**src/rtl/vec_mem_seq_pkg.sv**
```systemverilog
// Shared types for the vector load/store sequencer.
// Default geometry: 32-bit byte address, 64-bit beats, 8-bit beat count.
package vec_mem_pkg;

  localparam int ADDR_W = 32;
  localparam int DATA_W = 64;
  localparam int CNT_W  = 8;
  localparam int FIFO_D = 4;
  localparam int DW_B   = DATA_W / 8;

  typedef logic [ADDR_W-1:0] addr_t;
  typedef logic [DATA_W-1:0] beat_t;
  typedef logic [CNT_W-1:0]  cnt_t;

  typedef enum logic [2:0] {
    IDLE,
    LOAD,
    STORE,
    DRAIN,
    DONE
  } seq_state_e;

endpackage

```
**src/rtl/vec_mem_seq_if.sv**
```systemverilog
// Command, store, load-return and memory port bundle of vec_mem_seq.
// slave = sequencer view, master = environment view.
interface vec_mem_seq_if #(
  parameter int ADDR_WIDTH = 32,
  parameter int DATA_WIDTH = 64,
  parameter int CNT_WIDTH  = 8
);
  logic                  cmd_valid;
  logic                  cmd_ready;
  logic                  cmd_store;
  logic [ADDR_WIDTH-1:0] cmd_addr;
  logic [ADDR_WIDTH-1:0] cmd_stride;
  logic [CNT_WIDTH-1:0]  cmd_beats;
  logic                  st_valid;
  logic                  st_ready;
  logic [DATA_WIDTH-1:0] st_data;
  logic                  ld_valid;
  logic                  ld_ready;
  logic [DATA_WIDTH-1:0] ld_data;
  logic                  ld_last;
  logic                  done;
  logic                  mem_rd_en;
  logic [ADDR_WIDTH-1:0] mem_rd_addr;
  logic [DATA_WIDTH-1:0] mem_rd_data;
  logic                  mem_wr_en;
  logic [ADDR_WIDTH-1:0] mem_wr_addr;
  logic [DATA_WIDTH-1:0] mem_wr_data;

  modport slave (
    input  cmd_valid, cmd_store, cmd_addr,
    input  cmd_stride, cmd_beats,
    input  st_valid, st_data, ld_ready,
    input  mem_rd_data,
    output cmd_ready, st_ready,
    output ld_valid, ld_data, ld_last, done,
    output mem_rd_en, mem_rd_addr,
    output mem_wr_en, mem_wr_addr, mem_wr_data
  );

  modport master (
    output cmd_valid, cmd_store, cmd_addr,
    output cmd_stride, cmd_beats,
    output st_valid, st_data, ld_ready,
    output mem_rd_data,
    input  cmd_ready, st_ready,
    input  ld_valid, ld_data, ld_last, done,
    input  mem_rd_en, mem_rd_addr,
    input  mem_wr_en, mem_wr_addr, mem_wr_data
  );
endinterface

```
**src/rtl/vec_mem_seq_fifo.sv**
```systemverilog
// Load-return FIFO: power-of-2 depth, push and pop allowed together
// even when full. Storage is not reset; pointers flush it.
module vec_seq_fifo #(
  parameter int W     = 65,
  parameter int DEPTH = 4,
  parameter int CW    = $clog2(DEPTH) + 1
) (
  input  logic          clk,
  input  logic          rst,
  input  logic          push,
  input  logic          pop,
  input  logic [W-1:0]  wdata,
  output logic [W-1:0]  rdata,
  output logic          full,
  output logic          empty,
  output logic [CW-1:0] count
);
  localparam int AW = $clog2(DEPTH);

  logic [W-1:0]  mem_q [DEPTH];
  logic [AW-1:0] wptr_q, wptr_d;
  logic [AW-1:0] rptr_q, rptr_d;
  logic [CW-1:0] count_q, count_d;
  logic          do_push, do_pop;

  assign empty   = (count_q == '0);
  assign full    = (count_q == CW'(DEPTH));
  assign do_pop  = pop && !empty;
  assign do_push = push && (!full || do_pop);
  assign rdata   = mem_q[rptr_q];
  assign count   = count_q;

  always_comb begin
    wptr_d  = wptr_q + AW'(do_push);
    rptr_d  = rptr_q + AW'(do_pop);
    count_d = count_q + CW'(do_push) - CW'(do_pop);
  end

  always_ff @(posedge clk or posedge rst) begin
    if (rst) begin
      wptr_q  <= '0;
      rptr_q  <= '0;
      count_q <= '0;
    end else begin
      wptr_q  <= wptr_d;
      rptr_q  <= rptr_d;
      count_q <= count_d;
    end
  end

  always_ff @(posedge clk) begin
    if (do_push) mem_q[wptr_q] <= wdata;
  end
endmodule

```
**src/rtl/vec_mem_seq.sv**
```systemverilog
// Vector load/store sequencer in front of a 1-cycle-latency memory.
// VEC_MEM_SEQ_STRIDE_EN selects cmd_stride; otherwise unit stride.
module vec_mem_seq
  import vec_mem_pkg::*;
#(
  parameter int ADDR_WIDTH = ADDR_W,
  parameter int DATA_WIDTH = DATA_W,
  parameter int CNT_WIDTH  = CNT_W,
  parameter int FIFO_DEPTH = FIFO_D
) (
  input logic         clk,
  input logic         rst,
  vec_mem_seq_if.slave bus
);
  localparam int DWB = DATA_WIDTH / 8;
  localparam int CW  = $clog2(FIFO_DEPTH) + 1;
  localparam int OW  = CW + 1;

  seq_state_e            state_q, state_d;
  logic [ADDR_WIDTH-1:0] addr_q, addr_d, inc;
  logic [CNT_WIDTH-1:0]  beats_q, beats_d;
  logic [CNT_WIDTH-1:0]  issued_q, issued_d;
  logic                  infl_q, infl_d;
  logic                  last_q, last_d;
  logic                  rd_en, wr_en;
  logic                  is_last, credit_ok, pop;
  logic                  f_full, f_empty;
  logic [CW-1:0]         f_count;
  logic [OW-1:0]         occ;
  logic [DATA_WIDTH:0]   head;

`ifdef VEC_MEM_SEQ_STRIDE_EN
  logic [ADDR_WIDTH-1:0] stride_q, stride_d;
  assign inc = stride_q;
`else
  assign inc = ADDR_WIDTH'(DWB);
`endif

  assign is_last = (issued_q == beats_q - CNT_WIDTH'(1));
  assign occ = OW'(f_count) + OW'(infl_q);
  // A read is only issued if its return slot is already reserved.
  assign credit_ok = !f_full && (occ < OW'(FIFO_DEPTH));
  assign pop = !f_empty && bus.ld_ready;

  always_comb begin
    state_d       = state_q;
    addr_d        = addr_q;
    beats_d       = beats_q;
    issued_d      = issued_q;
    infl_d        = 1'b0;
    last_d        = 1'b0;
    rd_en         = 1'b0;
    wr_en         = 1'b0;
    bus.cmd_ready = 1'b0;
    bus.st_ready  = 1'b0;
    bus.done      = 1'b0;
`ifdef VEC_MEM_SEQ_STRIDE_EN
    stride_d      = stride_q;
`endif
    case (state_q)
      IDLE: begin
        bus.cmd_ready = 1'b1;
        if (bus.cmd_valid) begin
          addr_d   = bus.cmd_addr;
          beats_d  = bus.cmd_beats;
          issued_d = '0;
`ifdef VEC_MEM_SEQ_STRIDE_EN
          stride_d = bus.cmd_stride;
`endif
          if (bus.cmd_beats == '0) state_d = DONE;
          else if (bus.cmd_store)  state_d = STORE;
          else                     state_d = LOAD;
        end
      end
      LOAD: begin
        if (issued_q < beats_q && credit_ok) begin
          rd_en    = 1'b1;
          addr_d   = addr_q + inc;
          issued_d = issued_q + CNT_WIDTH'(1);
          infl_d   = 1'b1;
          last_d   = is_last;
          if (is_last) state_d = DRAIN;
        end
      end
      STORE: begin
        bus.st_ready = 1'b1;
        if (bus.st_valid) begin
          wr_en    = 1'b1;
          addr_d   = addr_q + inc;
          issued_d = issued_q + CNT_WIDTH'(1);
          if (is_last) begin
            bus.done = 1'b1;
            state_d  = IDLE;
          end
        end
      end
      DRAIN: begin
        if (pop && head[DATA_WIDTH]) begin
          bus.done = 1'b1;
          state_d  = IDLE;
        end
      end
      DONE: begin
        bus.done = 1'b1;
        state_d  = IDLE;
      end
      default: state_d = IDLE;
    endcase
  end

  always_ff @(posedge clk or posedge rst) begin
    if (rst) begin
      state_q  <= IDLE;
      addr_q   <= '0;
      beats_q  <= '0;
      issued_q <= '0;
      infl_q   <= 1'b0;
      last_q   <= 1'b0;
`ifdef VEC_MEM_SEQ_STRIDE_EN
      stride_q <= '0;
`endif
    end else begin
      state_q  <= state_d;
      addr_q   <= addr_d;
      beats_q  <= beats_d;
      issued_q <= issued_d;
      infl_q   <= infl_d;
      last_q   <= last_d;
`ifdef VEC_MEM_SEQ_STRIDE_EN
      stride_q <= stride_d;
`endif
    end
  end

  vec_seq_fifo #(
    .W     (DATA_WIDTH + 1),
    .DEPTH (FIFO_DEPTH),
    .CW    (CW)
  ) u_fifo (
    .clk   (clk),
    .rst   (rst),
    .push  (infl_q),
    .pop   (pop),
    .wdata ({last_q, bus.mem_rd_data}),
    .rdata (head),
    .full  (f_full),
    .empty (f_empty),
    .count (f_count)
  );

  assign bus.mem_rd_en   = rd_en;
  assign bus.mem_rd_addr = rd_en ? addr_q : '0;
  assign bus.mem_wr_en   = wr_en;
  assign bus.mem_wr_addr = wr_en ? addr_q : '0;
  assign bus.mem_wr_data = wr_en ? bus.st_data : '0;
  assign bus.ld_valid    = !f_empty;
  assign bus.ld_data     = f_empty ? '0 : head[DATA_WIDTH-1:0];
  assign bus.ld_last     = !f_empty && head[DATA_WIDTH];
endmodule

```
**src/flat_wrapper.sv**
```systemverilog
// flat-port wrapper written by rule: the top's interface ports become plain ports
module vec_mem_seq_flat import vec_mem_pkg::*;
#(
  parameter int ADDR_WIDTH = ADDR_W,
  parameter int DATA_WIDTH = DATA_W,
  parameter int CNT_WIDTH  = CNT_W,
  parameter int FIFO_DEPTH = FIFO_D
)
  (clk, rst, bus_cmd_valid, bus_cmd_store, bus_cmd_addr, bus_cmd_stride, bus_cmd_beats, bus_st_valid, bus_st_data, bus_ld_ready, bus_mem_rd_data, bus_cmd_ready, bus_st_ready, bus_ld_valid, bus_ld_data, bus_ld_last, bus_done, bus_mem_rd_en, bus_mem_rd_addr, bus_mem_wr_en, bus_mem_wr_addr, bus_mem_wr_data);
  vec_mem_seq_if #(.ADDR_WIDTH(ADDR_WIDTH), .DATA_WIDTH(DATA_WIDTH), .CNT_WIDTH(CNT_WIDTH)) bus_i ();
  input logic clk;
  input logic rst;
  input wire logic [$bits(bus_i.cmd_valid)-1:0] bus_cmd_valid;
  input wire logic [$bits(bus_i.cmd_store)-1:0] bus_cmd_store;
  input wire logic [$bits(bus_i.cmd_addr)-1:0] bus_cmd_addr;
  input wire logic [$bits(bus_i.cmd_stride)-1:0] bus_cmd_stride;
  input wire logic [$bits(bus_i.cmd_beats)-1:0] bus_cmd_beats;
  input wire logic [$bits(bus_i.st_valid)-1:0] bus_st_valid;
  input wire logic [$bits(bus_i.st_data)-1:0] bus_st_data;
  input wire logic [$bits(bus_i.ld_ready)-1:0] bus_ld_ready;
  input wire logic [$bits(bus_i.mem_rd_data)-1:0] bus_mem_rd_data;
  output wire logic [$bits(bus_i.cmd_ready)-1:0] bus_cmd_ready;
  output wire logic [$bits(bus_i.st_ready)-1:0] bus_st_ready;
  output wire logic [$bits(bus_i.ld_valid)-1:0] bus_ld_valid;
  output wire logic [$bits(bus_i.ld_data)-1:0] bus_ld_data;
  output wire logic [$bits(bus_i.ld_last)-1:0] bus_ld_last;
  output wire logic [$bits(bus_i.done)-1:0] bus_done;
  output wire logic [$bits(bus_i.mem_rd_en)-1:0] bus_mem_rd_en;
  output wire logic [$bits(bus_i.mem_rd_addr)-1:0] bus_mem_rd_addr;
  output wire logic [$bits(bus_i.mem_wr_en)-1:0] bus_mem_wr_en;
  output wire logic [$bits(bus_i.mem_wr_addr)-1:0] bus_mem_wr_addr;
  output wire logic [$bits(bus_i.mem_wr_data)-1:0] bus_mem_wr_data;
  assign bus_i.cmd_valid = bus_cmd_valid;
  assign bus_i.cmd_store = bus_cmd_store;
  assign bus_i.cmd_addr = bus_cmd_addr;
  assign bus_i.cmd_stride = bus_cmd_stride;
  assign bus_i.cmd_beats = bus_cmd_beats;
  assign bus_i.st_valid = bus_st_valid;
  assign bus_i.st_data = bus_st_data;
  assign bus_i.ld_ready = bus_ld_ready;
  assign bus_i.mem_rd_data = bus_mem_rd_data;
  assign bus_cmd_ready = bus_i.cmd_ready;
  assign bus_st_ready = bus_i.st_ready;
  assign bus_ld_valid = bus_i.ld_valid;
  assign bus_ld_data = bus_i.ld_data;
  assign bus_ld_last = bus_i.ld_last;
  assign bus_done = bus_i.done;
  assign bus_mem_rd_en = bus_i.mem_rd_en;
  assign bus_mem_rd_addr = bus_i.mem_rd_addr;
  assign bus_mem_wr_en = bus_i.mem_wr_en;
  assign bus_mem_wr_addr = bus_i.mem_wr_addr;
  assign bus_mem_wr_data = bus_i.mem_wr_data;
  vec_mem_seq #(.ADDR_WIDTH(ADDR_WIDTH), .DATA_WIDTH(DATA_WIDTH), .CNT_WIDTH(CNT_WIDTH), .FIFO_DEPTH(FIFO_DEPTH)) u_core (.clk(clk), .rst(rst), .bus(bus_i));
endmodule
```
**config.mk**
```make
export PLATFORM = sky130hd
export DESIGN_NAME = vec_mem_seq_flat
export DESIGN_NICKNAME = d
export VERILOG_FILES = /design/src/rtl/vec_mem_seq_pkg.sv /design/src/rtl/vec_mem_seq_if.sv /design/src/rtl/vec_mem_seq_fifo.sv /design/src/rtl/vec_mem_seq.sv /design/src/flat_wrapper.sv
export SDC_FILE = /design/constraint.sdc
export NUM_CORES = 1
export LEC_CHECK = 0
export ABC_AREA = 1
export CAP_MARGIN = 20
export CORE_ASPECT_RATIO = 1.25
export CORE_MARGIN = 8
export CORE_UTILIZATION = 30
export CTS_CLUSTER_SIZE = 10
export DETAILED_ROUTE_END_ITERATION = 16
export GPL_TIMING_DRIVEN = 0
export PLACE_DENSITY_LB_ADDON = 0.05
export SKIP_LAST_GASP = 1
export SLEW_MARGIN = 30
export SYNTH_ARGS = -nofsm -noshare
export SYNTH_HDL_FRONTEND = slang
export SYNTH_HIERARCHICAL = 1
export SYNTH_SLANG_ARGS = --single-unit
```
**constraint.sdc**
```tcl
create_clock -name clk -period 5 [get_ports clk]
set_input_delay 1 -clock clk [delete_from_list [all_inputs] [get_ports clk]]
set_output_delay 1 -clock clk [all_outputs]
set_load 0.01 [all_outputs]
```
==> After elaboration in Yosys (flattened, before gate mapping) <==
Memory sizes are Yosys's and may differ from the RTL's.
Cells that the tools add are included.
Widths: inputs -> output; s select.
{ "word_totals": {"regBits": 60, "mem_bits_rw": 260, "inputBits": 206, "output_inout_bits": 199, "memories": 1} }
{ "classes": {"addsub": 8, "order_cmp": 2, "n_eq_ne": 12, "n_mux": 35, "reduce_logical": 17} }
{ "mem_list": {"columns": ["name", "depth", "word_bits", "read_ports", "rd_ports_with_merged_regs", "write_ports", "line", "rtl"], "rows": [
  ["u_core.u_fifo.mem_q", 4, 65, 1, 0, 1, "vec_mem_seq_fifo.sv:20", "logic [W-1:0] mem_q [DEPTH];"]
]} }
{ "ops": {"columns": ["cell", "count"], "rows": [
  ["$mux 32", 5],
  ["$mux 64", 2],
  ["$pmux 32 s3", 1],
  ["$add 32x4->32 const B", 1],
  ["$mux 8", 3],
  ["$pmux 8 s3", 1],
  ["$mux 3", 7],
  ["$mux 1", 13],
  ["$pmux 3 s4", 1],
  ["$add 8x1->8 const B", 1],
  ["$eq 8x8->1", 1],
  ["$logic_not 8->1", 1],
  ["$lt 8x8->1", 1],
  ["$ne 2x1->1 const B", 4],
  ["$sub 8x1->8 const B", 1],
  ["$logic_and 1x1->1", 7],
  ["$eq 3x2->1 const B", 2],
  ["$eq 3x3->1 const B", 2],
  ["$logic_not 3->1", 2],
  ["$reduce_and 6->1", 1],
  ["$add 2x1->2", 2],
  ["$add 3x1->4", 1],
  ["$lt 4x3->1 const B", 1],
  ["$ne 2x2->1 const B", 2],
  ["other kinds (10)", 11]
]} }

==> Longest topological paths before layout <==
Gate-level depths: netlist (run 1).
{ "depth": {"ltp_word": 8, "ltp_mapped": 15, "depth_no_buf": 15} }

==> Cells and area by module <==
The synthesis (run 1) kept the hierarchy.
{ "modules_own_cells": {"columns": ["mod", "instances", "cells_each", "area_per_inst_um2"], "rows": [
  ["vec_seq_fifo", 1, 802, 11048.1],
  ["vec_mem_seq", 1, 936, 5173.7]
]} }

==> Worst setup path after synthesis (run 1) <==
No wires, ideal clock.
{ "synth_timing": {"kind": "input-to-reg", "startpoint": "in bus_ld_ready", "endpoint": "mem u_core.u_fifo.mem_q[0][0], enable pin", "setup_time_ps": 488, "t_arrival_ps": 4133, "required_ps": 4512, "slack_ps": 379, "path_stages": 5, "path_buffers": 0, "path_cell_list": "inv_1 > nor2_1 > nand3b_1 > nand2_1 > nor2_1"} }
{ "synth_via": {"elab_chain_cells": 6} }
{ "synth_rtl": {"columns": ["element", "line", "rtl"], "rows": [
  ["from (decl)", "flat_wrapper.sv:20", "input wire logic [$bits(bus_i.ld_ready)-1:0] bus_ld_ready;"],
  ["$logic_and 1x1->1", "vec_mem_seq.sv:43", "assign pop = !f_empty && bus.ld_ready;"],
  ["via u_core.pop", "vec_mem_seq.sv:26", "logic is_last, credit_ok, pop;"],
  ["$logic_and 1x1->1", "vec_mem_seq_fifo.sv:28", "assign do_pop = pop && !empty;"],
  ["$logic_or 1x1->1", "vec_mem_seq_fifo.sv:29", "assign do_push = push && (!full || do_pop);"],
  ["$logic_and 1x1->1", "vec_mem_seq_fifo.sv:29", null],
  ["$mux 1", "vec_mem_seq_fifo.sv:52", "if (do_push) mem_q[wptr_q] <= wdata;"],
  ["$mux 1 (implied by the code)", "vec_mem_seq_fifo.sv:52", null],
  ["to (decl)", "vec_mem_seq_fifo.sv:20", null]
]} }
The timed path passes the listed nets, and every way through them passes these cells.

==> Worst setup path after layout (run 1) <==
{ "layout_timing": {"startpoint": "reg u_core.beats_q[3]", "endpoint": "out bus_mem_rd_addr[22]"} }
{ "layout_via": {"elab_chain_cells": 5} }
{ "layout_rtl": {"columns": ["element", "line", "rtl"], "rows": [
  ["from (decl)", "vec_mem_seq.sv:21", "logic [CNT_WIDTH-1:0] beats_q, beats_d;"],
  ["from (signal assigned)", "vec_mem_seq.sv:125", "beats_q <= beats_d;"],
  ["$lt 8x8->1", "vec_mem_seq.sv:76", "if (issued_q < beats_q && credit_ok) begin"],
  ["$logic_and 1x1->1", "vec_mem_seq.sv:76", null],
  ["$mux 1", "vec_mem_seq.sv:76", null],
  ["$mux 1", "vec_mem_seq.sv:60", "case (state_q)"],
  ["$mux 32", "vec_mem_seq.sv:152", "assign bus.mem_rd_addr = rd_en ? addr_q : '0;"],
  ["to (decl)", "flat_wrapper.sv:29", "output wire logic [$bits(bus_i.mem_rd_addr)-1:0] bus_mem_rd_addr;"]
]} }
Every way passes these cells.

==> results.cfg, run 1 <==
[synthesis]
synth_top_family_by_area = simple AND/OR/NAND/NOR gates
syn_inst = 1738
synth_cell_types = 43
synth_mux_area_share_pct = 0
synth.largest_area_cell = edfxtp_1
ys_ff_latch = 320
synth_xor_area_share_pct = 0.8099
synth_ff_type = edfxtp_1
synth-adder-area-share_pct = 1.203
synth_nets = 1959
synth_area_per_cell_um2 = 9.334
synth_edf_count = 260
syn_area_um2 = 16220
yosys-top-cells-area = edfxtp_1 48%, dfrtp_1 9.3%, inv_1 7.8%
synth-async-reset-ratio_pct = 18.75
synth_warnings = 6
netlist.area_leader.share_pct = 48.13
synthSimpleGateAreaFrac_pct = 17.52
yosysSeqAreaShare_pct = 57.39
synth_compound_area_share_pct = 11.63

[sta]
hold_violations = 0
slew_headroom_pct = 47.28
period_needed_ns = 4.256
final_max_slew_viol_count = 0
clock.fmax_ghz = 0.2350
skew_ns = 0.01468
whs_ns = 0.5140
post-route-period-util_pct = 85.11
rsz0062_at_grt = false
tightest_slew_ns = 0.7835
fin_ws_ns = 0.7444
setup_viol_count_final = 0

[placement]
place_ws_ns = 0.6681
place_congestion = 0.9022
place_hpwl_mm = 45.21
portBuffers = 372

[route]
drc_errors = 0
wl_mm = 58.45
drt_iter0_markers = 608
wl_per_cell_um = 20.05
dr.pass1.iters = 5
vias = 12958
vias_per_cell = 4.445
ant_nets = 0

[power_and_ir_drop]
power.total_mw = 12.55
pwr-share-clk_pct = 20.3
switching_power_mw = 5.150
power_frac_seq_pct = 28.2
power.density_nw_per_um2 = 559.4
cell_internal_pwr_mw = 7.402
combinationalPowerShare_pct = 51.4
ir_worst_vdd_mv = 0.2596
switching_share_pct = 41.03
p_leak_nw = 9.527

[setup_path]
path_class = flop to output port
cp-end-kind = output port
timing.rr.end = u_core/u_fifo/mem_q[3][46]
worstSetupStartpointType = flop
crit_required_ns = 4.00
reg2reg_from = u_core/u_fifo/count[2]
cp.arrival_ns = 3.26
ff2ff_setup_slack_ns = 2.31
crit_start = u_core/beats_q[3]
endpoint = bus_mem_rd_addr[22]
crit_fanout = 10
rr_worst_depth = 9

[floorplan]
rows = 95
die_y_um = 276.0
start_util_pct = 30.26
die_x_um = 224.0
ioPinCount = 405
core_area_um2 = 53610
die_area_um2 = 61820

[clock_network]
cts_tree = built
clock_path_buffers = 3
cts_hold_buf = 0
clkSlewWorstSetupHoldPaths_ns = 0.05
htree_num_levels = 2
clkLatencyLatePin_ns = 0.56
clkSinkCount = 320
numCtsBuffers = 39
post_cts_resized = 0
root_buffer = clkbuf_16
post_cts_buffers = 0

[final_layout]
final_nets = 2390
areaGrowthSynthToFinish_pct = 38.30
final_common_cell = clkdlybuf4s50_1
layout_common_cells = 372 x clkdlybuf4s50_1, 336 x inv_1, 330 x nand2_1
multi_input_area_um2 = 5086
fill_cells = 5310
regArea_um2 = 9309
drive_gt1_share_pct = 10.66

[min_path]
hold_class = flop to flop

[run]
maxCapViolCount = 0

[global_routing]
antenna_found_initial = 9
gr-total-overflow = 0
grt_pass1_wl_mm = 86.68
grt_pass1_vias = 13562
grt_util_all_layers_pct = 18.67
grt_start_max_net_pins = 34

[run_status]
status = complete, no violations
[power by group through the flow]
stage | clock network, mW | registers [mW] | logic (mW)
6_report | 2.55 | 3.54 | 6.46
5_1_grt | 2.74 | 3.59 | 7.18
4_1_cts | 2.66 | 3.54 | 6.63
3_5_place_dp | 0 | 3.60 | 6.61
3_3_place_gp | 0 | 3.64 | 6.47
2_1_floorplan | 0 | 3.56 | 3.62
[worst min path at each step]
| stage | start | end | slack (ns) | cells after the start |
|---|---|---|---|---|
| after CTS | u_core/state_q[0] | u_core/state_q[0] | 0.52 | 2 |
| after global routing | u_core/last_q | u_core/u_fifo/mem_q[1][64] | 0.55 | 0 |
| after floorplan | u_core/last_q | u_core/u_fifo/mem_q[0][64] | 0.45 | 0 |
| after global placement | u_core/last_q | u_core/u_fifo/mem_q[3][64] | 0.49 | 0 |
| after detailed placement | u_core/state_q[0] | u_core/state_q[0] | 0.51 | 2 |
| final | u_core/state_q[0] | u_core/state_q[0] | 0.51 | 2 |
[through the flow]
step                cells  area [µm²]  util [%]  setup TNS [ns]
global placement     2837       20860     38.90         -783.89
CTS                  2913       22430     41.84               0
floorplan            1738       16220         -               0
global route         2914       22430     41.85               0
finish               2915       22440     41.85               0
detailed placement   2855       21310     39.76               0
[cell type report]
class / instances / area share, %
well taps: 727 / 4.054
repair buffers: 390 / 18.49
clock buffers: 48 / 4.501
inverters: 346 / 5.800
flip-flops and latches: 320 / 41.49
plain buffers: 80 / 2.487
multi-input cells: 992 / 22.67
diodes: 2 / 0.02231
clock inverters: 10 / 0.4796
[routing by layer]
layer,part of all wire [%],up-vias,routed length [µm],GRT usage [%]
met5,0.068,-,40,0
met4,2.7,6,1564,5.429
met3,4.6,84,2663,3.750
met2,53,300,30940,34.76
met1,40,6150,23250,21.37
li1,-,6418,-,-
[synth_stat cells, types with 3 or more instances]
cell	instances
a21oi_2	10
nand3_1	53
nor3_1	16
nand2_1	330
clkbuf_1	18
inv_2	9
nand3_2	3
inv_1	337
o21ai_1	69
o211ai_2	65
buf_2	26
nand3b_1	3
dfrtp_1	60
nor3_2	4
nor2_1	266
xor2_1	11
ha_1	14
xnor2_1	4
buf_6	16
buf_4	16
edfxtp_1	260
a21oi_1	68
nand4_1	4
o21ai_0	50
nand2_4	3
[sequential cells by signal, indices dropped and copies added (netlist names)]
name and count:
u_core/addr_q 32, u_core/beats_q 8, u_core/infl_q 1, u_core/issued_q 8, u_core/last_q 1, u_core/state_q 3
u_core/u_fifo/count 3, u_core/u_fifo/mem_q 260, u_core/u_fifo/rptr_q 2, u_core/u_fifo/wptr_q 2
[cells by family (layout without fill, tap and decap cells)]
logic type      count (synthesis)  in the layout
simple gates                  694            694
buf+inv                       426            874
flops                         320            320
compound gates                268            268
fa+ha+maj                      15             15
xor+xnor                       15             15
other cells                     0              2
[critical path, stage by stage, from the launching register on]
cell	delay (ns)
dfrtp_1	0.41
inv_1	0.08
ha_1	0.30
a21oi_1	0.13
o21ai_0	0.14
nand2_1	0.09
nand2_1	0.09
nor2_1	0.25
inv_1	0.23
buf_2	0.26
nor2_1	0.12
clkdlybuf4s50_1	0.60
No activity file was read; power rests on OpenSTA's default activity.
==> run 2, diff against run 1 <==
- CELL_PAD_IN_SITES_DETAIL_PLACEMENT: unset -> 0
- CELL_PAD_IN_SITES_GLOBAL_PLACEMENT: unset -> 1
- MAX_ROUTING_LAYER: unset -> met4
- SKIP_LAST_GASP: 1 -> unset
==> run 2 against run 1 <==
Compared with the run above: setup slack lost 0.18 ns; via count shrank 1.5%; register-to-register slack better by 0.09 ns; cell area grew 0.31%; combinational power shrank 0.8%; clock-buffer cell count up 6; clock skew down 0.0027 ns; sequential share of layout area decreased by 0.13 points; total power is 0.37% lower; clock power is essentially flat; sequential cell count unchanged; maximum frequency decreased by 4.1%; critical endpoint is now bus_mem_rd_addr[30].
==> results.cfg, run 2 (same netlist as run 1, synthesis figures left out) <==
[final_layout]
regMostFlops = u_core/u_fifo/mem_q
drive_gt1_share_pct = 10.79
final_util_pct = 41.98
multi_input_area_um2 = 5086
finish.instance_area_um2 = 22500
reg.largest.list = u_core/u_fifo/mem_q (260), u_core/addr_q (32)
final_common_cell = clkdlybuf4s50_1
layout_common_cells = 372 x clkdlybuf4s50_1, 336 x inv_1, 330 x nand2_1
largest_reg_flops = 260
areaGrowthSynthToFinish_pct = 38.73
regArea_um2 = 9309
fill_cells = 5290
final_nets = 2390

[global_routing]
grt_start_max_net_pins = 40
use_met3_pct = 3.284
grt_pass1_vias = 13131
grt_busiest_layer = met2
use_met1_pct = 21.03
grt.met2_usage_pct = 30.86
antenna_found_initial = 5
grt_util_all_layers_pct = 17.74
grt_pass1_wl_mm = 80.92
gr-total-overflow = 0

[floorplan]
ioPinCount = 405
die_area_um2 = 61820
die_x_um = 224.0
core_area_um2 = 53610
die_y_um = 276.0
rows = 95
start_util_pct = 30.26

[setup_path]
cp-end-kind = output port
rr_worst_depth = 10
endpoint = bus_mem_rd_addr[30]
ff2ff_setup_slack_ns = 2.40
crit_start = u_core/beats_q[5]
reg2reg_from = u_core/u_fifo/count[2]
crit_required_ns = 4.00
timing.rr.end = u_core/u_fifo/mem_q[3][49]
cp.arrival_ns = 3.44
worstSetupStartpointType = flop
crit_fanout = 10
path_class = flop to output port

[sta]
tightest_slew_ns = 0.6453
clock.fmax_ghz = 0.2254
rsz0062_at_grt = false
final_max_slew_viol_count = 0
post-route-period-util_pct = 88.74
setup_viol_count_final = 0
hold_violations = 0
slew_headroom_pct = 56.98
period_needed_ns = 4.437
skew_ns = 0.01194
fin_ws_ns = 0.5629

[placement]
place_hpwl_mm = 41.11
portBuffers = 372
place_congestion = 0.8763
place_area_um2 = 21360
place_ws_ns = 0.7960

[route]
wl_mm = 54.51
vias_per_cell = 4.371
ant_nets = 0
drc_errors = 0
vias = 12760
drt_iter0_markers = 680
dr.pass1.iters = 5
wl_per_cell_um = 18.67

[power_and_ir_drop]
ir_worst_vdd_mv = 0.2390
p_leak_nw = 9.556
power.total_mw = 12.50
power.density_nw_per_um2 = 555.7

[run_status]
status = complete, no violations

[clock_network]
post_cts_buffers = 0
cts_tree = built
clkSlewWorstSetupHoldPaths_ns = 0.05
post_cts_resized = 0
root_buffer = clkbuf_16
cts_hold_buf = 0
numCtsBuffers = 39
htree_num_levels = 2
clock_path_buffers = 3
clkSinkCount = 320
clkLatencyLatePin_ns = 0.53

[min_path]
hold_class = flop to flop

[run]
maxCapViolCount = 0
[run 2: layer usage]
metal	vias up	routed length, µm
met5	-	0
met4	0	1131
met3	54	2425
met1	5989	22970
li1	6429	-
met2	288	27980
[run 2: final cells by class]
type / instances / area share, %
Buffer: 80 / 2.480
Clock inverter: 5 / 0.2891
Tap cell: 727 / 4.042
Sequential cell: 320 / 41.37
Multi-Input combinational cell: 992 / 22.60
Inverter: 346 / 5.782
Clock buffer: 54 / 4.726
Antenna cell: 5 / 0.05560
Timing Repair Buffer: 390 / 18.66
[run 2: worst min path at each step]
stage	start	end	slack, ns	cells after the start
2_1_floorplan	u_core/last_q	u_core/u_fifo/mem_q[0][64]	0.45	0
3_5_place_dp	u_core/u_fifo/wptr_q[1]	u_core/u_fifo/wptr_q[1]	0.51	1
4_1_cts	u_core/beats_q[1]	u_core/beats_q[1]	0.53	2
3_3_place_gp	u_core/u_fifo/wptr_q[1]	u_core/u_fifo/wptr_q[1]	0.49	1
6_report	u_core/beats_q[1]	u_core/beats_q[1]	0.52	2
5_1_grt	u_core/last_q	u_core/u_fifo/mem_q[2][64]	0.54	0
[run 2: through the flow]
| stage | setup TNS [ns] | cells | hold WS [ns] |
|---|---|---|---|
| floorplan | 0 | 1738 | 0.4547 |
| global placement | -774.58 | 2837 | 0.4940 |
| detailed placement | 0 | 2854 | 0.5078 |
| CTS | 0 | 2913 | 0.5261 |
| global route | 0 | 2919 | 0.5410 |
| finish | 0 | 2919 | 0.5198 |
[run 2: worst max-delay path, cell delays in order (launching register included)]
cell             delay (ns)
dfrtp_1                0.32
clkbuf_2               0.18
inv_1                  0.07
ha_1                   0.31
nand4_1                0.10
nand3_1                0.08
nor2_1                 0.10
nand2_1                0.10
nor2_1                 0.38
inv_1                  0.31
buf_2                  0.27
nor2_1                 0.10
clkdlybuf4s50_1        0.58
[run 2: report_power, final]
group          switching, mW  total (mW)  internal [mW]
Combinational           3.79        6.41           2.62
Clock                   1.03        2.55           1.52
Sequential             0.229        3.55           3.32
